==> src/rtl/sequencer_pkg.sv <==
// -----------------------------------------------------------------------------
// sequencer_pkg
// Shared types and default parameters for the operand sequencer slice.
//   state_t          : control FSM states
//   OP_W_DEF         : default opcode width
//   EXEC_CYCLES_DEF  : default ALU latency in cycles
// -----------------------------------------------------------------------------
package sequencer_pkg;

  typedef enum logic [2:0] {
    IDLE   = 3'd0,
    WAIT_B = 3'd1,
    EXEC   = 3'd2,
    WRITE  = 3'd3,
    HOLD   = 3'd4
  } state_t;

  localparam int OP_W_DEF        = 3;
  localparam int EXEC_CYCLES_DEF = 2;

endpackage

==> src/rtl/cycle_counter.sv <==
// -----------------------------------------------------------------------------
// cycle_counter
// Loadable down-counter that stops at zero.
//   clk, reset  : system clock, asynchronous active-high reset
//   load        : load load_value (has priority over en)
//   en          : decrement by one while non-zero
//   load_value  : value to load
//   zero        : count is zero
// -----------------------------------------------------------------------------
module cycle_counter #(
  parameter int MAX_COUNT = 2,
  localparam int W        = $clog2(MAX_COUNT + 1)
) (
  input  logic         clk,
  input  logic         reset,
  input  logic         load,
  input  logic         en,
  input  logic [W-1:0] load_value,
  output logic         zero
);

  logic [W-1:0] count;

  // NOTE: sequential state uses non-blocking assignments so every flop
  // samples the pre-edge value of its inputs regardless of block ordering.
  always_ff @(posedge clk or posedge reset) begin
    if (reset) begin
      count <= '0;
    end else if (load) begin
      count <= load_value;
    end else if (en && (count != '0)) begin
      count <= count - 1'b1;
    end
  end

  assign zero = (count == '0);

endmodule

==> src/rtl/operand_sequencer.sv <==
// -----------------------------------------------------------------------------
// operand_sequencer
// Control FSM for a two-operand compute datapath: captures operand A (with
// its opcode) and operand B on successive inputdata_ready pulses, runs the
// ALU for EXEC_CYCLES cycles, commits the result and holds result_valid
// until the consumer acknowledges.
//   clk, reset       : system clock, asynchronous active-high reset
//   inputdata_ready  : one-cycle pulse, operand valid on the input bus
//   opcode_in        : opcode, sampled with operand A
//   abort            : synchronous cancel of the current transaction
//   result_ack       : consumer accepts the result
//   load_a, load_b   : operand register enables (same-cycle as the pulse)
//   alu_op           : registered opcode for the ALU
//   exec_en          : ALU enable
//   result_load      : result register enable
//   result_valid     : result available to the consumer
//   busy             : transaction in progress
//   overrun          : sticky, an operand pulse arrived while not accepting
// -----------------------------------------------------------------------------
module operand_sequencer
  import sequencer_pkg::*;
#(
  parameter int OP_W        = OP_W_DEF,
  parameter int EXEC_CYCLES = EXEC_CYCLES_DEF
) (
  input  logic            clk,
  input  logic            reset,
  input  logic            inputdata_ready,
  input  logic [OP_W-1:0] opcode_in,
  input  logic            abort,
  input  logic            result_ack,
  output logic            load_a,
  output logic            load_b,
  output logic [OP_W-1:0] alu_op,
  output logic            exec_en,
  output logic            result_load,
  output logic            result_valid,
  output logic            busy,
  output logic            overrun
);

  localparam int              CNT_W     = $clog2(EXEC_CYCLES + 1);
  localparam logic [CNT_W-1:0] EXEC_LOAD = CNT_W'(EXEC_CYCLES - 1);

  state_t state, next_state;
  logic   accept_a, accept_b, drop_pulse, cnt_zero;

  // Operand acceptance; gated by reset so no enable escapes while in reset.
  assign accept_a   = (state == IDLE)   && inputdata_ready && !abort && !reset;
  assign accept_b   = (state == WAIT_B) && inputdata_ready && !abort && !reset;
  // A pulse arriving after both operands are taken is lost; abort wins.
  assign drop_pulse = inputdata_ready && !abort &&
                      ((state == EXEC) || (state == WRITE) || (state == HOLD));

  cycle_counter #(
    .MAX_COUNT (EXEC_CYCLES)
  ) u_cycle_counter (
    .clk        (clk),
    .reset      (reset),
    .load       (accept_b),
    .en         (state == EXEC),
    .load_value (EXEC_LOAD),
    .zero       (cnt_zero)
  );

  // NOTE: the async reset is in the sensitivity list, so the block returns to
  // IDLE immediately, without waiting for a clock edge.
  always_ff @(posedge clk or posedge reset) begin
    if (reset) begin
      state   <= IDLE;
      alu_op  <= '0;
      overrun <= 1'b0;
    end else begin
      state <= next_state;
      if (accept_a) alu_op <= opcode_in;
      if (drop_pulse) overrun <= 1'b1;
    end
  end

  // NOTE: every output of this block gets a default first, so no path
  // leaves a signal unassigned and no latch is inferred.
  always_comb begin
    next_state = state;
    unique case (state)
      IDLE:    if (accept_a) next_state = WAIT_B;
      WAIT_B:  if (abort) next_state = IDLE;
               else if (inputdata_ready) next_state = EXEC;
      EXEC:    if (abort) next_state = IDLE;
               else if (cnt_zero) next_state = WRITE;
      WRITE:   next_state = abort ? IDLE : HOLD;
      HOLD:    if (abort || result_ack) next_state = IDLE;
      default: next_state = IDLE;
    endcase
  end

  always_comb begin
    load_a       = accept_a;
    load_b       = accept_b;
    exec_en      = (state == EXEC);
    // Abort cancels the commit and the handshake in the cycle it arrives.
    result_load  = (state == WRITE) && !abort;
    result_valid = (state == HOLD)  && !abort;
    busy         = (state != IDLE);
  end

endmodule

==> config.mk <==
export PLATFORM = sky130hd
export DESIGN_NAME = operand_sequencer
export DESIGN_NICKNAME = d
export VERILOG_FILES = /design/src/rtl/sequencer_pkg.sv /design/src/rtl/cycle_counter.sv /design/src/rtl/operand_sequencer.sv
export SDC_FILE = /design/constraint.sdc
export NUM_CORES = 1
export LEC_CHECK = 0
export ABC_AREA = 1
export CELL_PAD_IN_SITES_DETAIL_PLACEMENT = 0
export CELL_PAD_IN_SITES_GLOBAL_PLACEMENT = 1
export CORE_ASPECT_RATIO = 1.25
export CORE_MARGIN = 2
export CORE_UTILIZATION = 29
export CTS_CLUSTER_SIZE = 10
export DETAILED_ROUTE_END_ITERATION = 12
export PLACE_DENSITY = 0.83
export SLEW_MARGIN = 30
export SYNTH_ARGS = -nofsm -noshare
export SYNTH_HDL_FRONTEND = slang
export SYNTH_SLANG_ARGS = --single-unit
==> constraint.sdc <==
create_clock -name clk -period 1.7 [get_ports clk]
set_input_delay 0.51 -clock clk [delete_from_list [all_inputs] [get_ports clk]]
set_output_delay 0.51 -clock clk [all_outputs]
set_load 0.01 [all_outputs]
After elaboration in Yosys (flattened, before gate mapping)
Index checks and enable logic that the tools add are counted.
Cells by class
  add/subtract/negate cells: 1
  multipliers: 0
  div/mod/pow operators: 0
  $lt $le $gt $ge: 0
  equality and inequality tests: 8
  shift-type cells: 0
  mux-type cells: 10
  bitwise gates (word level): 0
  reduce and logical (&&, ||, !) cells: 22
Operators by type and width (number)
  two-way mux 3 bit: 7
  case mux 3 bit (5 select lines): 1
  logical AND 1 bit: 11
  equality test 3 x 2 -> 1 bit (second input constant): 2
  inequality test 3 bit (second input constant): 2
  two-way mux 2 bit: 2
  AND reduction 4 bit: 1
  nonzero test 2 bit: 2
  equality test 3 x 1 -> 1 bit (second input constant): 1
  equality test 3 bit (second input constant): 1
  logical NOT 3 bit: 1
  logical OR 1 bit: 3
  nonzero test 3 bit: 1
  logical NOT 1 bit: 2
  logical NOT 2 bit: 1
  inequality test 2 x 1 -> 1 bit (second input constant): 1
  inequality test 2 bit (second input constant): 1
  subtractor 2 x 1 -> 2 bit (second input constant): 1
Word-level totals
  bits in registers: 9
  latch bits: 0
  memory bits (writable): 0
  memory bits (read-only): 0
  bits of input ports: 8
  word-level logic and storage cells: 45
  memories kept: 0

Depth between registers and ports, before layout
Gate-level depths: netlist (run 1).
  word-level depth: 6
  gate-level depth with buffers: 8

Modules after synthesis
Synthesis (run 1) repeated with hierarchy kept, for this count alone.
Second synthesis, totals
  cell total of the unflattened synthesis: 82
  area, all modules: 583.1 µm²
Modules (own cells, without submodules)
  operand_sequencer: instances 1, cells an instance 62, area each 451.7 µm², seq. area each 175.2 µm²
  cycle_counter: instances 1, cells an instance 20, area each 131.4 µm², seq. area each 50.0 µm²

Worst setup path before layout (run 1)
No wires, ideal clock.
  kind: input-to-output
  from: input abort
  to: output load_a
  arrival: 944 ps
  data required time: 1190 ps
  slack: 246 ps
  stages on the path: 5
  path buffers: 0
  cell sequence: inv_2 > nand2_1 > nor2_2 > nand3_2 > inv_2
On the way
  longest elaborated chain between the ends: 3
Ends and longest elaborated chain
  start: declaration: RTL line operand_sequencer.sv:30  | input logic abort,
  logical NOT 1 bit: RTL line operand_sequencer.sv:49  | assign accept_a = (state == IDLE) && inputdata_ready && !abort && !reset;
  logical AND 1 bit (2 in series): RTL line operand_sequencer.sv:49
  end: declaration: RTL line operand_sequencer.sv:32  | output logic load_a,
No other way between the ends.

Worst setup path in the final report (run 1)
  from: register state[0]
  to: output busy
On the way
  longest elaborated chain between the ends: 1
Ends and longest elaborated chain
  start: declaration: RTL line operand_sequencer.sv:45  | state_t state, next_state;
  start signal: assignment: RTL line operand_sequencer.sv:74  | state <= next_state;
  nonzero test 3 bit: RTL line operand_sequencer.sv:103  | busy = (state != IDLE);
  end: declaration: RTL line operand_sequencer.sv:38  | output logic busy,
No other way between the ends.

==> reports/qor.json, run 1 <==
{
  "clock-root-buffer": {"value": "clkbuf_4"},
  "port-buffer-count": {"value": 17},
  "run_status": {"value": "finished, violations left"},
  "setup_viol_count_final": {"value": 2},
  "grt_pass1_wl": {"value": 2.25, "unit": "mm"},
  "p_leak": {"value": 0.000524, "unit": "µW"},
  "globalRouteOverflowTotal": {"value": 0},
  "synth_cells": {"value": 71},
  "finalHoldViolations": {"value": 0},
  "cap_violations": {"value": 0},
  "via_count_of_the_first_global_routing_pass": {"value": 559},
  "timing.max_slew.rel_slack": {"value": 75.4, "unit": "%"},
  "grt_start_max_net_pins": {"value": 10},
  "clock_sink_count": {"value": 9},
  "routed-via-count": {"value": 586},
  "firstDrtPassIters": {"value": 4},
  "max-clock-path-buffers": {"value": 2},
  "avgSynthCellArea": {"value": 7.54, "unit": "µm²"},
  "grt_antenna_before_repair": {"value": 0},
  "synthToLayoutAreaGrowth": {"value": 76.6, "unit": "%"},
  "track_usage": {"value": 14.2, "unit": "%"},
  "vdd_drop_max": {"value": 811, "unit": "µV"},
  "powerDensity": {"value": 1480, "unit": "nW/µm²"},
  "synth_warnings": {"value": 0},
  "failed_checks": {"value": "negative setup slack"},
  "drive_above_1_share": {"value": 46.1, "unit": "%"},
  "totalWireLength": {"value": 1.33, "unit": "mm"},
  "startpoint_type": {"value": "flop"},
  "report.final.slew_viol_count": {"value": 0},
  "setup.worst_path.class": {"value": "flop to output pin"},
  "fmax": {"value": 0.583, "unit": "GHz"},
  "finalNetCount": {"value": 125},
  "floorplan.die_area": {"value": 2210, "unit": "µm²"},
  "syn-cell-area": {"value": 536, "unit": "µm²"},
  "final_cell_area": {"value": 946, "unit": "µm²"},
  "globalplace.congestion": {"value": 0.769},
  "synth.net_count": {"value": 80},
  "design.core.area": {"value": 1740, "unit": "µm²"},
  "tns": {"value": -0.0259, "unit": "ns"},
  "synth.yosys.seq_area_share": {"value": 42.1, "unit": "%"},
  "cts_hold_buffers": {"value": 0},
  "die_height": {"value": 52.0, "unit": "µm"},
  "setup_ws": {"value": -0.0153, "unit": "ns"},
  "cp_data_required_time": {"value": 1.19, "unit": "ns"},
  "antenna_cells_inserted": {"value": 0},
  "clock_insertion_delay_worst_skew": {"value": 0.27, "unit": "ns"},
  "detailed_route_wire_length_per_cell": {"value": 9.95, "unit": "µm"},
  "worst-slew-pin-transition": {"value": 0.368, "unit": "ns"},
  "cts_h_tree_lvls": {"value": 1},
  "cts_tree": {"value": "done"},
  "starting_utilization_of_the_core_area": {"value": 30.7, "unit": "%"},
  "rsz0062_at_grt": {"value": "true"},
  "synth_cell_types": {"value": 19},
  "final_core_util": {"value": 54.2, "unit": "%"},
  "number_of_storage_elements_in_the_synthesis_netlist": {"value": 9},
  "drc_errors": {"value": 0},
  "critical_path_arrival": {"value": 1.21, "unit": "ns"},
  "clock-skew-final": {"value": 0.00491, "unit": "ns"},
  "number_of_vias_per_cell_after_detailed_routing": {"value": 4.37},
  "timing.critical_path.to_type": {"value": "output pin"},
  "clkSlewWorstSetupHoldPaths": {"value": 0.06, "unit": "ns"},
  "numCtsBuffers": {"value": 3},
  "num_rows": {"value": 17},
  "drt_first_iter_violations": {"value": 6},
  "holdWs": {"value": 0.390, "unit": "ns"},
  "final_critical_path_required_period": {"value": 1.72, "unit": "ns"},
  "crit_path_max_fanout": {"value": 5},
  "io_pins": {"value": 18},
  "detailed_place.area": {"value": 865, "unit": "µm²"},
  "die-width": {"value": 42.4, "unit": "µm"},
  "timing.hold.worst.class": {"value": "input pin to asynchronous set/reset pin"},
  "post-dp-hpwl": {"value": 1.04, "unit": "mm"},
  "detail-route-antenna-nets": {"value": 0},
  "final_min_period_over_clock_period": {"value": 101, "unit": "%"}
}
==> worst paths after layout <==
| kind | start | end | slack (ns) | depth (start not counted) |
|---|---|---|---|---|
| max in group asynchronous | reset | state[0] | 1.02 | 2 |
| worst max register to register | state[0] | state[1] | 0.37 | 9 |
| worst max-delay path | state[0] | busy | -0.02 | 5 |
| worst min-delay path | reset | state[2] | 0.39 | 2 |
| min in group clk | alu_op[0] | alu_op[0] | 0.48 | 2 |
| worst min register to register | alu_op[0] | alu_op[0] | 0.48 | 2 |
==> final cells by class <==
class | instances | area, µm²
clock buffer | 4 | 26.3
inverter | 14 | 52.6
fill | 172 | 798
sequential | 9 | 228
timing repair buffer | 40 | 342
multi-input combinational | 48 | 274
tap | 19 | 23.8
==> placed cells by master (no fill, tap or decap), drive strengths merged <==
master	count
nor3	1
or2	1
nand3	9
clkdlybuf4s15	2
nand2	22
inv	14
a21oi	1
nor4	1
ha	1
clkbuf	4
o21ai	1
dlygate4sd2	1
buf	29
clkdlybuf4s50	6
nand4	1
nor2	9
dlymetal6s2s	2
o21bai	1
dfrtp	9
==> sequential cells by signal, summed over array words and instances, names as in the netlist <==
signal / cells
alu_op: 3
state: 3
u_cycle_counter.count: 2
overrun: 1
==> timing repair <==
item / 4_1_cts / 5_1_grt
resized for setup: 41 / 2
buffers inserted: 5 / 0
setup endpoints to repair: 6 / 7
pin swaps: 4 / 1
endpoints found under the hold margin: 0 / 0
==> cells in the mapped netlist <==
master    count  area share [%]
nand2_1      20              14
dfrtp_1       9              42
inv_1         9             6.3
nand3_1       8             7.5
inv_2         5             3.5
nor2_1        4             2.8
nor2_2        3             3.5
nor2_4        2             4.2
a21oi_1       1            0.93
ha_1          1             2.3
nand2_2       1             1.2
nand2_4       1             2.1
nand3_2       1             1.9
nand4_1       1             1.2
nor3_2        1             1.9
nor4_1        1             1.2
o21ai_1       1            0.93
o21bai_1      1             1.4
or2_2         1             1.2
==> cells by family (layout without fill, tap and decap cells) <==
group,after synthesis,after routing,synth area share (%)
AND/OR/NAND/NOR,44,44,42.5
adder cells (fa/ha/maj),1,1,2.34
flip-flops,9,9,42.1
AO/OA/AOI/OAI,3,3,3.27
buffers and inverters,14,58,9.81
==> worst max-delay path: stages (launching register included) <==
cell and delay, ns:
dfrtp_2 0.41, buf_6 0.13, nor2_4 0.12, buf_6 0.12, nand2_4 0.04, buf_6 0.11
==> stage by stage <==
stage	total power [µW]	setup slack, ns	std cells
finish	1400	-0.0153	134
global placement	1160	-0.715	125
CTS	1420	-0.0200	134
floorplan	756	0.246	71
global route	1520	-0.0588	134
detailed placement	1180	-0.719	125
==> per-layer routing <==
layer	global-route usage, %	up-vias	wire [µm]
met5	0	-	0
met4	9.38	0	36
met3	3.13	5	74
met2	25.9	16	715
met1	14.4	254	505
li1	-	311	-
==> report_power, final <==
group	switching (µW)	internal, µW	leakage (µW)
sequential	61.7	307	0.000109
combinational	391	464	0.000400
clock	82.9	90.9	0.0000150
Note: power is estimated with default switching activity, not from simulation.
==> run 2, diff against run 1 <==
Settings changed: DONT_BUFFER_PORTS from default to 1, PLACE_DENSITY 0.83 to 0.65.
==> run 2 against run 1 <==
The run now ends clean. Register-to-register slack gained 0.05 ns. Sequential share of layout area grew 9.8 points. Routed wire length shrank 10%. Utilization shrank 16 points. Sequential power grew 16%. Via count shrank 18%. Count of clock-buffer cells in the layout is the same. Worst setup slack gained 0.055 ns. Hold slack lost 0.29 ns. Critical path depth shrank 2. Highest routed layer unchanged.
==> reports/qor.json, run 2 (synthesis gave the netlist of run 1 again) <==
{
  "fillCellCount": {"value": 205},
  "drc_errors": {"value": 0},
  "mostFrequentLayoutCells": {"value": "19 x nand2_1, 8 x inv_1, 7 x nand3_1, 7 x dfrtp_1, 7 x buf_4"},
  "layout.cells.most_common": {"value": "nand2_1"},
  "detailed_route_wire_length_per_cell": {"value": 11.8, "unit": "µm"},
  "critical_path_arrival": {"value": 1.15, "unit": "ns"},
  "grt_pass1_wl": {"value": 1.89, "unit": "mm"},
  "finalNetCount": {"value": 92},
  "cp_data_required_time": {"value": 1.19, "unit": "ns"},
  "final_cell_count_no_fill": {"value": 101},
  "cts_h_tree_lvls": {"value": 1},
  "detail-route-antenna-nets": {"value": 0},
  "drive_above_1_share": {"value": 37.8, "unit": "%"},
  "antenna_cells_inserted": {"value": 0},
  "crit_path_max_fanout": {"value": 6},
  "startpoint_type": {"value": "flop"},
  "die-width": {"value": 42.4, "unit": "µm"},
  "starting_utilization_of_the_core_area": {"value": 30.7, "unit": "%"},
  "clock-skew-final": {"value": 0.00260, "unit": "ns"},
  "clock-root-buffer": {"value": "clkbuf_4"},
  "setup_viol_count_final": {"value": 0},
  "floorplan.die_area": {"value": 2210, "unit": "µm²"},
  "num_rows": {"value": 17},
  "numCtsBuffers": {"value": 3},
  "port-buffer-count": {"value": 0},
  "fmax": {"value": 0.602, "unit": "GHz"},
  "timing.max_slew.rel_slack": {"value": 76.6, "unit": "%"},
  "rsz0062_at_grt": {"value": "true"},
  "globalplace.congestion": {"value": 0.789},
  "globalRouteOverflowTotal": {"value": 0},
  "run_status": {"value": "completed"},
  "totalWireLength": {"value": 1.19, "unit": "mm"},
  "vdd_drop_max": {"value": 735, "unit": "µV"},
  "post-dp-hpwl": {"value": 884, "unit": "µm"},
  "p_leak": {"value": 0.000342, "unit": "µW"},
  "setup.worst_path.class": {"value": "flop to output pin"},
  "clock_sink_count": {"value": 9},
  "die_height": {"value": 52.0, "unit": "µm"},
  "clock_insertion_delay_worst_skew": {"value": 0.26, "unit": "ns"},
  "design.core.area": {"value": 1740, "unit": "µm²"},
  "cap_violations": {"value": 0},
  "track_usage": {"value": 11.8, "unit": "%"},
  "synthToLayoutAreaGrowth": {"value": 25.7, "unit": "%"},
  "cts_hold_buffers": {"value": 0},
  "clkSlewWorstSetupHoldPaths": {"value": 0.06, "unit": "ns"},
  "firstDrtPassIters": {"value": 3},
  "grt_start_max_net_pins": {"value": 10},
  "final_critical_path_required_period": {"value": 1.66, "unit": "ns"},
  "cts_tree": {"value": "done"},
  "finalHoldViolations": {"value": 0},
  "worst-slew-pin-transition": {"value": 0.350, "unit": "ns"},
  "drt_first_iter_violations": {"value": 5},
  "timing.critical_path.to_type": {"value": "output pin"},
  "timing.hold.worst.class": {"value": "input pin to asynchronous set/reset pin"},
  "via_count_of_the_first_global_routing_pass": {"value": 425},
  "io_pins": {"value": 18},
  "powerDensity": {"value": 1680, "unit": "nW/µm²"},
  "grt_antenna_before_repair": {"value": 0},
  "max-clock-path-buffers": {"value": 2},
  "routed-via-count": {"value": 478},
  "number_of_vias_per_cell_after_detailed_routing": {"value": 4.73},
  "tns": {"value": 0, "unit": "ns"},
  "final_min_period_over_clock_period": {"value": 97.7, "unit": "%"},
  "report.final.slew_viol_count": {"value": 0},
  "layout_top_registers": {"value": "alu_op (3), state (3), u_cycle_counter.count (2)"},
  "dpl.cell_count": {"value": 91}
}
==> run 2: cell types whose count changed in the layout (fill, tap and decap cells not counted), sizes merged <==
cell and delta:
clkdlybuf4s15 -2, clkdlybuf4s50 -6, dlymetal6s2s -2, dlygate4sd2 -1, buf -22
==> run 2: repair_timing <==
item,in CTS,in global routing
endpoints found under the hold margin,0,0
resized for setup,3,6
buffers inserted,2,4
endpoints found under the setup margin,3,3
gates cloned,0,0
pin swaps,1,2
==> run 2: cell type report <==
cell class | count | area [µm²] | area share, %
Inverter | 14 | 55.1 | 8.18
Sequential cell | 9 | 228 | 33.8
Clock buffer | 4 | 26.3 | 3.90
Multi-Input combinational cell | 48 | 288 | 42.8
Tap cell | 19 | 23.8 | 3.53
Timing Repair Buffer | 7 | 52.6 | 7.81
==> run 2: routing by layer <==
| metal | routed length [µm] | track usage, % | vias up |
|---|---|---|---|
| met5 | 0 | 0 | - |
| met1 | 523 | 14.9 | 213 |
| met2 | 553 | 17.2 | 18 |
| met4 | 26 | 7.81 | 0 |
| li1 | - | - | 243 |
| met3 | 90 | 3.47 | 4 |
==> run 2: critical path, stage by stage, from the launching register on <==
cell and delay [ns]:
dfrtp_2 0.48, nor2_4 0.19, nand3_4 0.11, inv_2 0.11
==> run 2: metrics by stage <==
stage / setup slack [ns] / hold slack [ns] / cell area [µm²] / power (µW) / utilization (%)
after CTS: 0.00712 / 0.107 / 613 / 1040 / 35.2
after detailed placement: 0.181 / 0.387 / 567 / 842 / 32.5
final: 0.0399 / 0.0984 / 673 / 1130 / 38.6
after global placement: 0.205 / 0.392 / 567 / 849 / 32.5
after global routing: -0.0117 / 0.134 / 673 / 1230 / 38.6
after floorplan: 0.246 / 0.338 / 536 / 756 / -
==> run 2: report_power, final <==
| group | internal [µW] | leakage (µW) | total, µW | switching, µW |
|---|---|---|---|---|
| logic | 232 | 0.000219 | 541 | 309 |
| registers | 307 | 0.000109 | 428 | 121 |
| clock network | 90.4 | 0.0000150 | 163 | 73.1 |
==> run 2: path summary, 6_finish.rpt <==
check	from	end	slack [ns]	cells after the start
min in group clk	opcode_in[1]	alu_op[1]	0.36	2
worst max-delay path	state[0]	load_a	0.04	3
max in group asynchronous	reset	state[0]	1.32	1
worst max register to register	state[0]	state[0]	0.42	7
worst min register to register	u_cycle_counter.count[0]	u_cycle_counter.count[0]	0.50	2
worst min-delay path	reset	alu_op[2]	0.1	1
